$ cat src/rtl/seg_595_rx.sv
`default_nettype none
// ============================================================================
//  Module   : seg_595_rx
//  Purpose  : Receives the serial stream a 74HC595-style driver sends to a
//             7-segment display and recovers the latched segment pattern and
//             digit select. All control inputs are asynchronous to sys_clk
//             and are synchronized before edge detection.
//  Ports    : sys_clk, sys_rst_n (async, active-low)
//             shcp / stcp / ds / oe  - raw 595 bus (asynchronous)
//             seg[7:0]  - latched pattern, common-anode, 8'hFF when blanked
//             sel[5:0]  - latched one-hot digit select, 0 when blanked
//             frame_valid - 1-cycle pulse per stcp rising edge
//             bit_err     - 1-cycle pulse with frame_valid when the frame
//                           did not contain exactly FRAME_BITS shifts
//             disp_on     - synchronized inverse of oe
//  Option   : `define SEG_595_RX_DECODE_EN adds hex_val[3:0], digit_idx[2:0]
//             and dec_err, decoded from the frame as it is latched.
//  Revision : 1.0  initial release
// ============================================================================
module seg_595_rx #(
  parameter int SYNC_STAGES = 2,   // 2..4
  parameter int FRAME_BITS  = 14   // 8 seg + 6 sel
) (
  input  logic       sys_clk,
  input  logic       sys_rst_n,
  input  logic       shcp,
  input  logic       stcp,
  input  logic       ds,
  input  logic       oe,
  output logic [7:0] seg,
  output logic [5:0] sel,
  output logic       frame_valid,
  output logic       bit_err,
  output logic       disp_on
`ifdef SEG_595_RX_DECODE_EN
  ,
  output logic [3:0] hex_val,
  output logic [2:0] digit_idx,
  output logic       dec_err
`endif
);

  localparam logic [4:0] c_frame_cnt = 5'(FRAME_BITS);
  localparam logic [4:0] c_cnt_max   = 5'd31;

  // Bit order of the synchronizer bank: {oe, ds, stcp, shcp}. ds shares the
  // depth of shcp so data and its strobe stay aligned after synchronization.
  logic [3:0] w_async_in;
  logic [3:0] w_sync;

  assign w_async_in = {oe, ds, stcp, shcp};

  generate
    for (genvar gi = 0; gi < 4; gi++) begin : g_sync
      logic [SYNC_STAGES-1:0] r_chain;
      always_ff @(posedge sys_clk or negedge sys_rst_n) begin
        if (!sys_rst_n) r_chain <= '0;
        else            r_chain <= {r_chain[SYNC_STAGES-2:0], w_async_in[gi]};
      end
      assign w_sync[gi] = r_chain[SYNC_STAGES-1];
    end
  endgenerate

  logic w_shcp_s, w_stcp_s, w_ds_s, w_oe_s;
  assign {w_oe_s, w_ds_s, w_stcp_s, w_shcp_s} = w_sync;

  // One extra registered copy for rising-edge detection.
  logic r_shcp_q, r_stcp_q;
  logic w_shcp_rise, w_stcp_rise;

  assign w_shcp_rise = w_shcp_s & ~r_shcp_q;
  assign w_stcp_rise = w_stcp_s & ~r_stcp_q;

  logic [FRAME_BITS-1:0] r_shreg;
  logic [FRAME_BITS-1:0] r_store;
  logic [4:0]            r_bit_cnt;

`ifdef SEG_595_RX_DECODE_EN
  logic [3:0] w_hex,  r_hex;
  logic [2:0] w_dig,  r_dig;
  logic       w_dec_err, r_dec_err;
  logic       w_seg_hit, w_sel_hit;

  // Decode the shift register contents, which is exactly what storage
  // captures on an stcp edge, so the decode lands in the same cycle.
  always_comb begin
    w_hex     = 4'd0;
    w_seg_hit = 1'b1;
    case (r_shreg[6:0])   // seg[7] (dot) ignored
      7'h40: w_hex = 4'h0;
      7'h79: w_hex = 4'h1;
      7'h24: w_hex = 4'h2;
      7'h30: w_hex = 4'h3;
      7'h19: w_hex = 4'h4;
      7'h12: w_hex = 4'h5;
      7'h02: w_hex = 4'h6;
      7'h78: w_hex = 4'h7;
      7'h00: w_hex = 4'h8;
      7'h10: w_hex = 4'h9;
      7'h08: w_hex = 4'hA;
      7'h03: w_hex = 4'hB;
      7'h46: w_hex = 4'hC;
      7'h21: w_hex = 4'hD;
      7'h06: w_hex = 4'hE;
      7'h0E: w_hex = 4'hF;
      default: w_seg_hit = 1'b0;
    endcase
    w_dig     = 3'd0;
    w_sel_hit = 1'b1;
    case (r_shreg[FRAME_BITS-1:8])
      6'b000001: w_dig = 3'd0;
      6'b000010: w_dig = 3'd1;
      6'b000100: w_dig = 3'd2;
      6'b001000: w_dig = 3'd3;
      6'b010000: w_dig = 3'd4;
      6'b100000: w_dig = 3'd5;
      default:   w_sel_hit = 1'b0;
    endcase
    w_dec_err = ~(w_seg_hit & w_sel_hit);
    if (w_dec_err) begin
      w_hex = 4'd0;
      w_dig = 3'd0;
    end
  end

  assign hex_val   = r_hex;
  assign digit_idx = r_dig;
  assign dec_err   = r_dec_err;
`endif

  always_ff @(posedge sys_clk or negedge sys_rst_n) begin
    if (!sys_rst_n) begin
      r_shcp_q    <= 1'b0;
      r_stcp_q    <= 1'b0;
      r_shreg     <= '0;
      // Storage resets to the blank pattern so seg reads 8'hFF out of reset.
      r_store     <= {{(FRAME_BITS-8){1'b0}}, 8'hFF};
      r_bit_cnt   <= 5'd0;
      frame_valid <= 1'b0;
      bit_err     <= 1'b0;
`ifdef SEG_595_RX_DECODE_EN
      r_hex       <= 4'd0;
      r_dig       <= 3'd0;
      r_dec_err   <= 1'b0;
`endif
    end else begin
      r_shcp_q    <= w_shcp_s;
      r_stcp_q    <= w_stcp_s;
      frame_valid <= w_stcp_rise;
      bit_err     <= w_stcp_rise && (r_bit_cnt != c_frame_cnt);

      if (w_shcp_rise)
        r_shreg <= {r_shreg[FRAME_BITS-2:0], w_ds_s};

      // Non-blocking update: a coincident shift is not yet visible here,
      // so storage takes the pre-shift contents like a real 74HC595.
      if (w_stcp_rise) begin
        r_store   <= r_shreg;
        r_bit_cnt <= w_shcp_rise ? 5'd1 : 5'd0;
`ifdef SEG_595_RX_DECODE_EN
        r_hex     <= w_hex;
        r_dig     <= w_dig;
        r_dec_err <= w_dec_err;
`endif
      end else if (w_shcp_rise && (r_bit_cnt != c_cnt_max)) begin
        r_bit_cnt <= r_bit_cnt + 5'd1;
      end
    end
  end

  // Blanking only masks the outputs; storage is kept and reappears.
  assign disp_on = ~w_oe_s;
  assign seg     = disp_on ? r_store[7:0]            : 8'hFF;
  assign sel     = disp_on ? r_store[FRAME_BITS-1:8] : 6'b000000;

endmodule
`default_nettype wire

$ cat config.mk
export PLATFORM = sky130hd
export DESIGN_NAME = seg_595_rx
export DESIGN_NICKNAME = d
export VERILOG_FILES = /design/src/rtl/seg_595_rx.sv
export SDC_FILE = /design/constraint.sdc
export NUM_CORES = 1
export LEC_CHECK = 0
export ABC_AREA = 1
export BUFFER_PORTS_ARGS = -buffer_cell sky130_fd_sc_hd__buf_4
export CAP_MARGIN = 20
export CELL_PAD_IN_SITES_DETAIL_PLACEMENT = 0
export CELL_PAD_IN_SITES_GLOBAL_PLACEMENT = 1
export CORE_ASPECT_RATIO = 1.5
export CORE_MARGIN = 5
export CORE_UTILIZATION = 30
export CTS_BUF_LIST = sky130_fd_sc_hd__clkbuf_8 sky130_fd_sc_hd__clkbuf_16
export CTS_CLUSTER_DIAMETER = 80
export DETAILED_ROUTE_END_ITERATION = 16
export MAX_ROUTING_LAYER = met4
export PLACE_DENSITY = 0.53
export SYNTH_ARGS = -nofsm -noshare
export SYNTH_HDL_FRONTEND = slang
export SYNTH_SLANG_ARGS = --single-unit
export TNS_END_PERCENT = 5
$ cat constraint.sdc
create_clock -name sys_clk -period 1.82 [get_ports sys_clk]
set_input_delay 0.546 -clock sys_clk [delete_from_list [all_inputs] [get_ports sys_clk]]
set_output_delay 0.546 -clock sys_clk [all_outputs]
set_load 0.01 [all_outputs]
---- Yosys cells after proc, flatten, opt, wreduce, memory -nomap -nowiden ----
Index checks and enable logic that the tools add are counted.
word-level totals
  output and inout port bits .............. 17
  bits of input ports ..................... 6
  logic and storage cells ................. 27
  flip-flop bits (word level) ............. 45
cells by class
  equality and inequality tests ........... 2
  mux-type cells .......................... 5
  bitwise logic cells ..................... 5
  reduce and logical (&&, ||, !) cells .... 3
  add/subtract/negate cells ............... 1
operator list
  cell                                                   count
  two-way mux 5 bit                                      2
  two-way mux 8 bit                                      1
  two-way mux 6 bit                                      1
  adder 5 x 1 -> 5 bit, second input constant            1
  inequality test 5 x 4 -> 1 bit, second input constant  1
  inequality test 5 bit, second input constant           1
  NOT 1 bit                                              3
  bitwise AND 1 bit                                      2
  logical AND 1 bit                                      2
  nonzero test 2 bit                                     1
  two-way mux 1 bit                                      1

---- Logic depth before layout (Yosys ltp) ----
  depth in word-level cells ............... 5
  gate-level depth with buffers ........... 8

---- Worst setup path after synthesis ----
OpenSTA, ideal clock, no wires.
  kind .................................... register to register
  from .................................... register r_bit_cnt[0]
  to ...................................... register r_bit_cnt[1]
  arrival ................................. 1.393 ns
  slack ................................... 0.350 ns
  library setup time ...................... 0.076 ns
  stages on the path, launching flop included .. 9
  buffers on the path ..................... 0
  cell sequence ........................... dfrtp_1 -> ha_1 -> and3_1 -> ha_1 -> inv_1 -> nand3_2 -> nand2_1 -> nand2_1 -> o21ai_1
between the ends
  cells in the longest elaborated chain, start to end .. 3
  elaborated cells on any way between the ends .. 6
  classes of those cells .................. 1 x add/sub; 1 x eq/ne; 2 x mux; 2 x reduce/logical
RTL lines
  element                                                        RTL line  source
  start: declaration                                             76        logic [4:0] r_bit_cnt;
  start signal: assignment                                       159       r_bit_cnt <= w_shcp_rise ? 5'd1 : 5'd0;
  start signal: assignment                                       166       r_bit_cnt <= r_bit_cnt + 5'd1;
  adder 5 x 1 -> 5 bit or inequality test 5 bit (tied branches)  166, 165
  two-way mux 5 bit or logical AND 1 bit (tied branches)         165       end else if (w_shcp_rise && (r_bit_cnt != c_cnt_max)) begin
  two-way mux 5 bit or nonzero test 2 bit (tied branches)        n/a
Several ways; a longest one is shown, not always the timed one. The select of a mux whose other input is x is not followed.
A chain may end at the register's enable or synchronous reset.

---- Final worst setup path ----
  from .................................... register g_sync[3].r_chain[1]
  to ...................................... output port seg[1]
between the ends
  cells in the longest elaborated chain, start to end .. 1
RTL lines
  element                   RTL line  source
  start: declaration        55        logic [SYNC_STAGES-1:0] r_chain;
  start signal: assignment  58        else r_chain <= {r_chain[SYNC_STAGES-2:0], w_async_in[gi]};
  two-way mux 8 bit         173       assign seg = disp_on ? r_store[7:0] : 8'hFF;
  end: declaration          30        output logic [7:0] seg,
No other way between the ends.

==> run_summary.xml <==
<?xml version="1.0" encoding="UTF-8"?>
<metrics>
  <group name="run_status">
    <metric name="run_status" unit="">complete, no violations</metric>
  </group>
  <group name="detailed_routing">
    <metric name="routedWlPerCell" unit="microns">12.4</metric>
    <metric name="postRouteWirelength" unit="microns">3440</metric>
    <metric name="postRouteAntennaNets" unit="">0</metric>
    <metric name="routed-via-count" unit="">1206</metric>
    <metric name="remaining_drc_errors" unit="">0</metric>
    <metric name="drt_pass1_iterations" unit="">4</metric>
    <metric name="ratio_of_routed_vias_to_standard_cells" unit="">4.35</metric>
    <metric name="detailedRoute.firstIterationViolations" unit="">60</metric>
  </group>
  <group name="place">
    <metric name="place_ws" unit="ns">0.188</metric>
    <metric name="gp_congestion" unit="">0.688</metric>
    <metric name="dp_hpwl" unit="microns">2180</metric>
    <metric name="placement.io_buffers" unit="">22</metric>
  </group>
  <group name="clock_network">
    <metric name="tritoncts.num_buffers" unit="">5</metric>
    <metric name="clock_tree.root_cell" unit="">sky130_fd_sc_hd__clkbuf_8</metric>
    <metric name="cts-root-to-sink-buffers" unit="">2</metric>
    <metric name="ctsHtreeMaxLevel" unit="">2</metric>
    <metric name="clk_latency" unit="ns">0.30</metric>
    <metric name="clk_pin_slew_worst_paths" unit="ns">0.09</metric>
    <metric name="tritoncts" unit="">done</metric>
    <metric name="cts_sinks" unit="">45</metric>
  </group>
  <group name="die">
    <metric name="placementRows" unit="">35</metric>
    <metric name="floorplan.die.width" unit="microns">74.0</metric>
    <metric name="core-area" unit="sq mm">0.00604</metric>
    <metric name="starting_density" unit="%">30.5</metric>
    <metric name="die_h" unit="microns">106</metric>
    <metric name="ioPinCount" unit="">23</metric>
    <metric name="die_ar" unit="sq mm">0.00783</metric>
  </group>
  <group name="synthesis">
    <metric name="synth-warning-count" unit="">0</metric>
    <metric name="postSynth.topFlopCell" unit="">sky130_fd_sc_hd__dfrtp_1</metric>
    <metric name="ys_seq_area_share" unit="%">61.7</metric>
    <metric name="syn_avg_cell_area" unit="sq um">10.4</metric>
    <metric name="netlist-cell-type-count" unit="">21</metric>
    <metric name="synthesis.nets" unit="">186</metric>
    <metric name="ys_async_sr_fraction" unit="%">100</metric>
    <metric name="synth.ff_latch_count" unit="">45</metric>
    <metric name="synth-edff-count" unit="">0</metric>
    <metric name="post_synth_inst_count" unit="">177</metric>
    <metric name="post_synth_instance_area" unit="sq mm">0.00184</metric>
  </group>
  <group name="global_route">
    <metric name="via_count_of_the_first_global_routing_pass" unit="">1300</metric>
    <metric name="global_route.overflow_total" unit="">0</metric>
    <metric name="grtUsageTotal" unit="%">10.2</metric>
    <metric name="grt_start_max_net_pins" unit="">46</metric>
    <metric name="grt_first_pass_wirelength" unit="microns">6010</metric>
    <metric name="antenna_violations_before_repair" unit="">0</metric>
  </group>
  <group name="setup_path">
    <metric name="r2r_end" unit="">r_bit_cnt[1]</metric>
    <metric name="critPathSlowestCell" unit="">sky130_fd_sc_hd__dfrtp_2</metric>
    <metric name="crit_fanout" unit="">10</metric>
    <metric name="critical_path.top_delay_family" unit="">flip-flops</metric>
    <metric name="stages_on_the_worst_setup_path" unit="">2</metric>
    <metric name="cp-endpoint" unit="">seg[1]</metric>
    <metric name="worst_setup_sp" unit="">g_sync[3].r_chain[1]</metric>
    <metric name="cp.buffers_inverters" unit="">1</metric>
    <metric name="worstPathArrival" unit="ns">1.24</metric>
    <metric name="r2r_cells" unit="">8</metric>
    <metric name="worstPathCellList" unit="">or2_2 -&gt; buf_4</metric>
    <metric name="start_kind" unit="">flop</metric>
    <metric name="criticalPathCategory" unit="">flop to primary output</metric>
    <metric name="cp-end-kind" unit="">primary output</metric>
    <metric name="critical_path_max_stage_delay" unit="ns">0.49</metric>
    <metric name="data_required_time_at_the_worst_endpoint" unit="ns">1.27</metric>
    <metric name="worst-r2r-setup-slack" unit="ns">0.21</metric>
    <metric name="critical_path.reg2reg.startpoint" unit="">r_bit_cnt[0]</metric>
  </group>
  <group name="final_layout">
    <metric name="finish.net_count" unit="">211</metric>
    <metric name="sequential_cell_area" unit="sq mm">0.00114</metric>
    <metric name="num_antenna_cells" unit="">0</metric>
    <metric name="num-fill-cells" unit="">631</metric>
    <metric name="multi_input_area" unit="sq um">564</metric>
    <metric name="post_route_cells_drive_above_1_share" unit="%">34.0</metric>
    <metric name="area_growth" unit="%">18.6</metric>
  </group>
  <group name="timing">
    <metric name="slew_headroom" unit="%">62.1</metric>
    <metric name="report.final.slew_viol_count" unit="">0</metric>
    <metric name="finalWorstPathRequiredPeriod" unit="ns">1.79</metric>
    <metric name="fmax" unit="GHz">0.559</metric>
    <metric name="final_critical_path_setup_slack" unit="ns">0.0297</metric>
    <metric name="final_min_period_over_clock_period" unit="%">98.4</metric>
    <metric name="grt_setup_unrepaired" unit="">yes</metric>
    <metric name="worst_max_slew_pin_slew" unit="ns">0.569</metric>
    <metric name="timing.hold.ws" unit="ns">0.236</metric>
    <metric name="count_of_final_hold_check_violations" unit="">0</metric>
    <metric name="setup_viol" unit="">0</metric>
    <metric name="skew" unit="ns">0.00929</metric>
  </group>
  <group name="pwr">
    <metric name="power.ir.vdd_worst" unit="mV">0.531</metric>
    <metric name="power.density" unit="mW/mm^2">1050</metric>
    <metric name="finalPower" unit="mW">2.29</metric>
    <metric name="p_leak" unit="nW">1.02</metric>
  </group>
  <group name="flow_run">
    <metric name="maxCapViolations" unit="">0</metric>
  </group>
  <group name="worst_hold_path">
    <metric name="holdCritPathClass" unit="">primary input to asynchronous set/reset pin</metric>
  </group>
</metrics>
-- area by class of cell --
type / count / share of cell area (%)
timing repair buffer: 24 / 8.83
tap: 74 / 4.24
multi-input combinational: 98 / 25.9
inverter: 28 / 4.82
sequential: 45 / 52.1
clock buffer: 5 / 3.15
clock inverter: 3 / 0.975
-- how the worst min path moves through the flow --
stage | start | endpoint | slack, ns | depth (start not counted)
3_5_place_dp | g_sync[3].r_chain[0] | g_sync[3].r_chain[1] | 0.34 | 0
5_1_grt | sys_rst_n | r_stcp_q | 0.27 | 1
4_1_cts | sys_rst_n | r_stcp_q | 0.26 | 1
3_3_place_gp | g_sync[1].r_chain[0] | g_sync[1].r_chain[1] | 0.33 | 0
6_report | sys_rst_n | g_sync[1].r_chain[1] | 0.24 | 1
2_1_floorplan | sys_rst_n | bit_err | 0.25 | 0
-- cell usage after synthesis (3+ instances only) --
| cell type | number | area [sq um] |
|---|---|---|
| sky130_fd_sc_hd__dfrtp_1 | 37 | 926 |
| sky130_fd_sc_hd__nand2_1 | 34 | 128 |
| sky130_fd_sc_hd__inv_1 | 27 | 101 |
| sky130_fd_sc_hd__o21ai_0 | 15 | 75.1 |
| sky130_fd_sc_hd__o21ai_2 | 13 | 114 |
| sky130_fd_sc_hd__nor2_1 | 10 | 37.5 |
| sky130_fd_sc_hd__dfstp_2 | 8 | 210 |
| sky130_fd_sc_hd__or2_2 | 8 | 50.1 |
| sky130_fd_sc_hd__buf_2 | 4 | 20.0 |
| sky130_fd_sc_hd__nand3_1 | 4 | 20.0 |
| sky130_fd_sc_hd__ha_1 | 3 | 37.5 |
-- metrics by stage --
stage	util (%)	cells	setup TNS (ns)	instance area, sq um
floorplan	-	177	0	1840
global placement	34.1	268	0	2060
finish	36.1	277	0	2180
global route	36.1	277	-0.217	2180
CTS	36.0	277	0	2170
detailed placement	34.1	268	0	2060
-- flip-flops by register name, indices dropped and copies added, names as in the netlist --
signal and flops:
r_shreg 14, r_store 14, g_sync.r_chain 8, r_bit_cnt 5
bit_err 1, frame_valid 1, r_shcp_q 1, r_stcp_q 1
-- power breakdown --
part	internal (mW)	total, mW	switching, mW
Clock	0.273	0.626	0.353
Sequential	1.17	1.25	0.0817
Combinational	0.183	0.411	0.228
-- per-layer routing --
layer  vias up  routed length, microns  global-route usage (%)
met5         -                       0                       -
met4         0                      46                    3.89
met3         6                     122                    3.50
met2        18                    1840                    16.6
met1       589                    1440                    11.4
li1        593                       -                       -
-- cell usage in the layout, fill, tap and decap left out, types with 2 or more instances in the layout --
| cell | synthesis | routed |
|---|---|---|
| sky130_fd_sc_hd__nand3_1 | 4 | 4 |
| sky130_fd_sc_hd__o21ai_1 | 2 | 2 |
| sky130_fd_sc_hd__dfrtp_1 | 37 | 36 |
| sky130_fd_sc_hd__clkbuf_8 | 0 | 5 |
| sky130_fd_sc_hd__nor2_1 | 10 | 8 |
| sky130_fd_sc_hd__nor2_2 | 0 | 2 |
| sky130_fd_sc_hd__a21oi_1 | 2 | 2 |
| sky130_fd_sc_hd__nand2_1 | 34 | 34 |
| sky130_fd_sc_hd__ha_1 | 3 | 3 |
| sky130_fd_sc_hd__nand2_4 | 2 | 2 |
| sky130_fd_sc_hd__o21ai_2 | 13 | 13 |
| sky130_fd_sc_hd__inv_1 | 27 | 27 |
| sky130_fd_sc_hd__dfstp_2 | 8 | 8 |
| sky130_fd_sc_hd__o21ai_0 | 15 | 15 |
| sky130_fd_sc_hd__or2_2 | 8 | 7 |
| sky130_fd_sc_hd__buf_4 | 0 | 23 |
-- cell families after synthesis --
logic type                 after synthesis  synth area share, %
AOI/OAI and AO/OA                       34                 12.2
and+or+nand+nor                         61                 16.0
buffers and inverters                   34                 8.02
adders and majority gates                3                 2.04
DFF                                     45                 61.7
-- what timing repair did --
action | in CTS | in global routing
setup endpoints to repair | 13 | 10
gates resized for setup | 1 | 3
hold buffers | 0 | 0
buffers inserted | 1 | 0
Note: power is estimated with default switching activity, not from simulation.
